==> config.mk <==
export PLATFORM = sky130hd
export DESIGN_NAME = ddr5_phy_wr_crc_ctrl
export DESIGN_NICKNAME = d
export VERILOG_FILES = /design/src/rtl/ddr5_phy_pkg.sv /design/src/rtl/ddr5_phy_beat_packer.sv /design/src/rtl/ddr5_phy_wr_crc_ctrl.sv
export SDC_FILE = /design/constraint.sdc
export NUM_CORES = 1
export LEC_CHECK = 0
export BUFFER_PORTS_ARGS = -buffer_cell sky130_fd_sc_hd__buf_2
export CAP_MARGIN = 20
export CORE_ASPECT_RATIO = 0.5
export CORE_MARGIN = 2
export CORE_UTILIZATION = 25
export DETAILED_ROUTE_END_ITERATION = 7
export SLEW_MARGIN = 20
export SYNTH_ARGS = -nofsm -noshare
export SYNTH_HDL_FRONTEND = slang
export SYNTH_SLANG_ARGS = --single-unit
==> constraint.sdc <==
create_clock -name clk_i -period 2.3 [get_ports clk_i]
set_input_delay 0.115 -clock clk_i [delete_from_list [all_inputs] [get_ports clk_i]]
set_output_delay 0.115 -clock clk_i [all_outputs]
set_load 0.1 [all_outputs]
==> src/rtl/ddr5_phy_pkg.sv <==
// Shared constants and types for the x4 DDR5 PHY write-CRC path.
package ddr5_phy_pkg;

  localparam int BURST_BEATS = 16;
  localparam int CRC_BEATS   = 2;
  localparam int DQ_X4_W     = 4;
  localparam int CRC_W       = 8;
  localparam int BEAT_CNT_W  = $clog2(BURST_BEATS);

  typedef enum logic [1:0] {
    ST_IDLE  = 2'd0,
    ST_DATA  = 2'd1,
    ST_WAIT  = 2'd2,
    ST_FLUSH = 2'd3
  } wr_state_e;

endpackage

==> src/rtl/ddr5_phy_beat_packer.sv <==
// Packs x4 beat pairs into CRC generator bytes and drives the registered
// enable/data handshake, including the post-burst flush enable.
module ddr5_phy_beat_packer
  import ddr5_phy_pkg::*;
(
  input  logic               clk_i,
  input  logic               rst_n_i,
  input  logic               beat_acc,
  input  logic               beat_odd,
  input  logic               crc_mode,
  input  logic               flush,
  input  logic [DQ_X4_W-1:0] beat_data,
  output logic               crc_en,
  output logic [CRC_W-1:0]   crc_data
);

  logic [DQ_X4_W-1:0] lo_q;
  logic               byte_rdy;

  // A byte is complete when its odd (high-nibble) beat is taken in CRC mode.
  assign byte_rdy = beat_acc & beat_odd & crc_mode;

  always_ff @(posedge clk_i or negedge rst_n_i) begin
    if (!rst_n_i) begin
      lo_q     <= '0;
      crc_en   <= 1'b0;
      crc_data <= '0;
    end else begin
      if (beat_acc && !beat_odd) lo_q <= beat_data;
      crc_en <= flush | byte_rdy;
      if (flush)         crc_data <= '0;
      else if (byte_rdy) crc_data <= {beat_data, lo_q};
    end
  end

endmodule

==> src/rtl/ddr5_phy_wr_crc_ctrl.sv <==
// DDR5 x4 write-CRC sequencer: 16 data beats in, 16 (+2 CRC) DQ beats out,
// with generator handshake, flush and result capture.
module ddr5_phy_wr_crc_ctrl
  import ddr5_phy_pkg::*;
(
  input  logic               clk_i,
  input  logic               rst_n_i,
  input  logic               wr_crc_mode_i,
  input  logic               wr_valid_i,
  output logic               wr_ready_o,
  input  logic [DQ_X4_W-1:0] wr_data_i,
  output logic               crc_en_o,
  output logic [CRC_W-1:0]   crc_data_o,
  input  logic [CRC_W-1:0]   crc_code_i,
  output logic               dq_valid_o,
  output logic [DQ_X4_W-1:0] dq_data_o,
  output logic               dq_crc_o,
  output logic               crc_done_o,
  output logic [CRC_W-1:0]   crc_value_o
);

  localparam logic [BEAT_CNT_W-1:0] LAST_BEAT = BEAT_CNT_W'(BURST_BEATS - 1);

  wr_state_e              state_q, state_d;
  logic [BEAT_CNT_W-1:0]  beat_cnt_q;
  logic                   mode_q;
  logic                   tail_q;
  logic                   s1_vld_q;
  logic [DQ_X4_W-1:0]     s1_data_q;
  logic [DQ_X4_W-1:0]     crc_hi_q;

  logic accept, last_beat, beat_mode, in_wait, in_flush;

  assign wr_ready_o = (state_q == ST_IDLE) || (state_q == ST_DATA);
  assign accept     = wr_valid_i & wr_ready_o;
  assign last_beat  = accept && (beat_cnt_q == LAST_BEAT);
  assign in_wait    = (state_q == ST_WAIT);
  assign in_flush   = (state_q == ST_FLUSH);
  // Beat 0 uses the live mode bit; the rest of the burst uses the latched one.
  assign beat_mode  = (beat_cnt_q == '0) ? wr_crc_mode_i : mode_q;

  always_comb begin
    state_d = state_q;
    unique case (state_q)
      ST_IDLE:  if (accept)    state_d = ST_DATA;
      ST_DATA:  if (last_beat) state_d = mode_q ? ST_WAIT : ST_IDLE;
      ST_WAIT:  state_d = ST_FLUSH;
      ST_FLUSH: state_d = ST_IDLE;
      default:  state_d = ST_IDLE;
    endcase
  end

  always_ff @(posedge clk_i or negedge rst_n_i) begin
    if (!rst_n_i) begin
      state_q    <= ST_IDLE;
      beat_cnt_q <= '0;
      mode_q     <= 1'b0;
      tail_q     <= 1'b0;
    end else begin
      state_q <= state_d;
      tail_q  <= in_flush;
      if (accept) beat_cnt_q <= beat_cnt_q + 1'b1;
      if (accept && beat_cnt_q == '0) mode_q <= wr_crc_mode_i;
    end
  end

  ddr5_phy_beat_packer u_packer (
    .clk_i     (clk_i),
    .rst_n_i   (rst_n_i),
    .beat_acc  (accept),
    .beat_odd  (beat_cnt_q[0]),
    .crc_mode  (beat_mode),
    .flush     (in_wait),
    .beat_data (wr_data_i),
    .crc_en    (crc_en_o),
    .crc_data  (crc_data_o)
  );

  // Stage 1: accepted beat.
  always_ff @(posedge clk_i or negedge rst_n_i) begin
    if (!rst_n_i) begin
      s1_vld_q  <= 1'b0;
      s1_data_q <= '0;
    end else begin
      s1_vld_q <= accept;
      if (accept) s1_data_q <= wr_data_i;
    end
  end

  // Stage 2: DQ output. Stage 1 is always empty during FLUSH and the tail
  // cycle because ready is low for the two cycles after beat 15.
  always_ff @(posedge clk_i or negedge rst_n_i) begin
    if (!rst_n_i) begin
      dq_valid_o  <= 1'b0;
      dq_data_o   <= '0;
      dq_crc_o    <= 1'b0;
      crc_done_o  <= 1'b0;
      crc_value_o <= '0;
      crc_hi_q    <= '0;
    end else begin
      crc_done_o <= in_flush;
      if (in_flush) begin
        crc_value_o <= crc_code_i;
        crc_hi_q    <= crc_code_i[CRC_W-1:DQ_X4_W];
        dq_valid_o  <= 1'b1;
        dq_data_o   <= crc_code_i[DQ_X4_W-1:0];
        dq_crc_o    <= 1'b1;
      end else if (tail_q) begin
        dq_valid_o <= 1'b1;
        dq_data_o  <= crc_hi_q;
        dq_crc_o   <= 1'b1;
      end else begin
        dq_valid_o <= s1_vld_q;
        dq_data_o  <= s1_data_q;
        dq_crc_o   <= 1'b0;
      end
    end
  end

endmodule

==> flow_metrics.tcl <==
set metrics [dict create \
    status "finished clean" \
    skew_ns 0.00459 \
    drt-initial-drc-count 43 \
    slowest_stage "mux2_2" \
    synth_area_mm2 0.00163 \
    synth_top_area_cell "dfrtp_1" \
    die_x_um 118 \
    drt-pass1-iter-count 3 \
    htree_levels 2 \
    synth-seq-area-share_pct 61.4 \
    worst_pin_slew_ns 0.871 \
    worstPathRequired_ns 2.45 \
    grt_max_degree 41 \
    crit_type "flop to flop" \
    drv_cap 0 \
    grt_pass1_wl_um 5110 \
    synthCells 142 \
    synth_top_area_share_pct 61.4 \
    antenna_left 0 \
    wl_per_cell_um 11.3 \
    grt.overflow.total 0 \
    max_clock_freq_mhz 610 \
    setup_viol 0 \
    area_delta_synth_final_pct 28.5 \
    setup_tns_ns 0 \
    max_stage_delay_ns 0.48 \
    initial_utilization_pct 26.4 \
    antenna_cells 0 \
    slew-limit-headroom_pct 41.9 \
    drc_errors 0 \
    clock_latency_ns 0.28 \
    antenna_found_initial 0 \
    crit_family "multiplexers" \
    grt_pass1_vias 1132 \
    vias 1093 \
    hold_class "input port to flop" \
    cts_buffers 5 \
    coreArea_mm2 0.00618 \
    synth_area_leaders "dfrtp_1, mux2i_1, nand2_1, mux2_2, inv_1" \
    cts_buffer_depth 2 \
    pin_count 41 \
    worstSetupStartpoint "beat_cnt_q[0]" \
    rsz0062_at_grt "no" \
    r2r_start "beat_cnt_q[0]" \
    fin_crit_sh_pct 71.3 \
    root_buffer "clkbuf_16" \
    syn_avg_cell_area_um2 11.5 \
    drt-total-wl_um 3110 \
    hold_buffers 1 \
    finalCriticalPeriod_ns 1.64 \
    die_y_um 61.1 \
    cp_max_fo 9 \
    drv_slew 0 \
    post_cts_buffers 0 \
    dp.final_hpwl_um 2270 \
    dieArea_mm2 0.00722 \
    synth-seq-cells 40 \
    n_fill_cell 617 \
    syn_nets 160 \
    row_count 20 \
    yosysWarnings 0 \
    vias_per_cell 3.99 \
    ctsResizeCount 0 \
    port_buffers 40 \
    clock_sink_count 40 \
    finalHoldViolCount 0 \
    crit_path_end_kind "flop" \
    groute.usage.overall_pct 9.44 \
    clk_pin_slew_ns 0.06 \
    gp_congestion 0.812 \
    nets 203 \
    cts_tree "done" \
    crit_chain "inv_1, ha_1, nor3b_2, mux2_2, mux2i_1" \
    critPathArrivalTime_ns 1.79 \
    drive_above_1_share_pct 31.2 \
    cp_num_buf_inv 1 \
    hold_path.startpoint "crc_code_i[7]" \
    critical_path.startpoint_type "flop" \
    ys_types 25 \
]
[cell families (layout without fill, tap and decap cells)]
group | count (synthesis) | count (layout) | share of synthesized area [%]
AND/OR/NAND/NOR | 50 | 50 | 14.1
flip-flops | 40 | 40 | 61.4
multiplexers | 22 | 22 | 14.0
buffers and inverters | 18 | 62 | 4.99
AO/OA/AOI/OAI | 7 | 7 | 2.30
XOR/XNOR | 3 | 3 | 1.61
adder cells (fa/ha/maj) | 2 | 2 | 1.54
[per-stage QoR]
step | utilization, % | worst slack [ns] | cell area, um^2 | hold WS [ns] | std cells
final | 33.9 | 0.660 | 2090 | 0.0247 | 274
after global routing | 33.9 | 0.559 | 2090 | 0.0277 | 274
after CTS | 33.9 | 0.642 | 2090 | 0.0209 | 274
after detailed placement | 30.9 | 0.661 | 1910 | 0.288 | 265
after global placement | 30.9 | 0.722 | 1910 | 0.272 | 265
after floorplan | - | 0.682 | 1630 | -0.181 | 142
[per-layer routing]
| metal | wire [um] | up-vias | global-route usage [%] |
|---|---|---|---|
| met3 | 106 | 2 | 4.26 |
| li1 | - | 542 | - |
| met1 | 1400 | 534 | 10.3 |
| met2 | 1590 | 15 | 16.6 |
| met5 | 0 | - | 0 |
| met4 | 14 | 0 | 4.30 |
[registers in the layout (all words and copies together), names as in the netlist, named ones only]
register and cells:
mode_q 1, state_q 1, s1_vld_q 1, crc_done_o 1
dq_crc_o 1, u_packer.lo_q 4, s1_data_q 4, u_packer.crc_data 8
beat_cnt_q 4, u_packer.crc_en 1, dq_valid_o 1, dq_data_o 4
crc_value_o 8
[path summary, 6_finish.rpt]
| check | end | slack [ns] | cells after the start |
|---|---|---|---|
| worst min-delay path | crc_value_o[7] | 0.02 | 3 |
| min in group asynchronous | mode_q | 0.49 | 2 |
| worst max-delay path | u_packer.crc_data[6] | 0.66 | 5 |
| worst min register to register | dq_valid_o | 0.44 | 1 |
| max in group asynchronous | u_packer.crc_en | 1.26 | 2 |
| worst max register to register | u_packer.crc_data[6] | 0.66 | 5 |
[tightest hold or removal path: stages]
cell     delay, ns
buf_2         0.07
nand2_1       0.04
nand2_1       0.05
[placed cells by master (no fill, tap or decap), types with 2 or more instances in the layout]
cell type   n
inv_1      11
nand4b_1    2
mux2i_1    16
ha_1        2
clkinv_4    2
nand2_1    38
o21ai_1     3
xnor2_1     3
dfrtp_1    40
nand2b_1    2
o21ai_0     2
clkbuf_16   5
mux2_2      6
buf_2      40
nand4_1     2
[cell type report]
class	count	area [um^2]	area share (%)
clock buffers	5	125	5.98
clock inverters	3	47.5	2.27
inverters	12	45.0	2.15
multi-input cells	84	547	26.1
flip-flops and latches	40	1000	47.8
well taps	88	110	5.26
repair buffers	42	218	10.4
[synth_stat cells]
master    count
inv_1        11
dfrtp_1      40
o21ai_1       3
xnor2_1       3
buf_2         2
and2_1        1
nor3_1        1
nand2b_1      2
nor2b_2       1
or3_1         1
mux2_2        6
buf_1         2
ha_1          2
nand4_1       2
and3_1        1
buf_6         1
buf_4         1
inv_2         1
a21o_1        1
o21ai_0       2
nand4b_1      2
mux2i_1      16
nand2_1      38
nor3b_2       1
a21oi_1       1
Power is left out: the tool's default activity adds up to more than one toggle a clock period on the data nets, which glitch-free logic cannot reach.
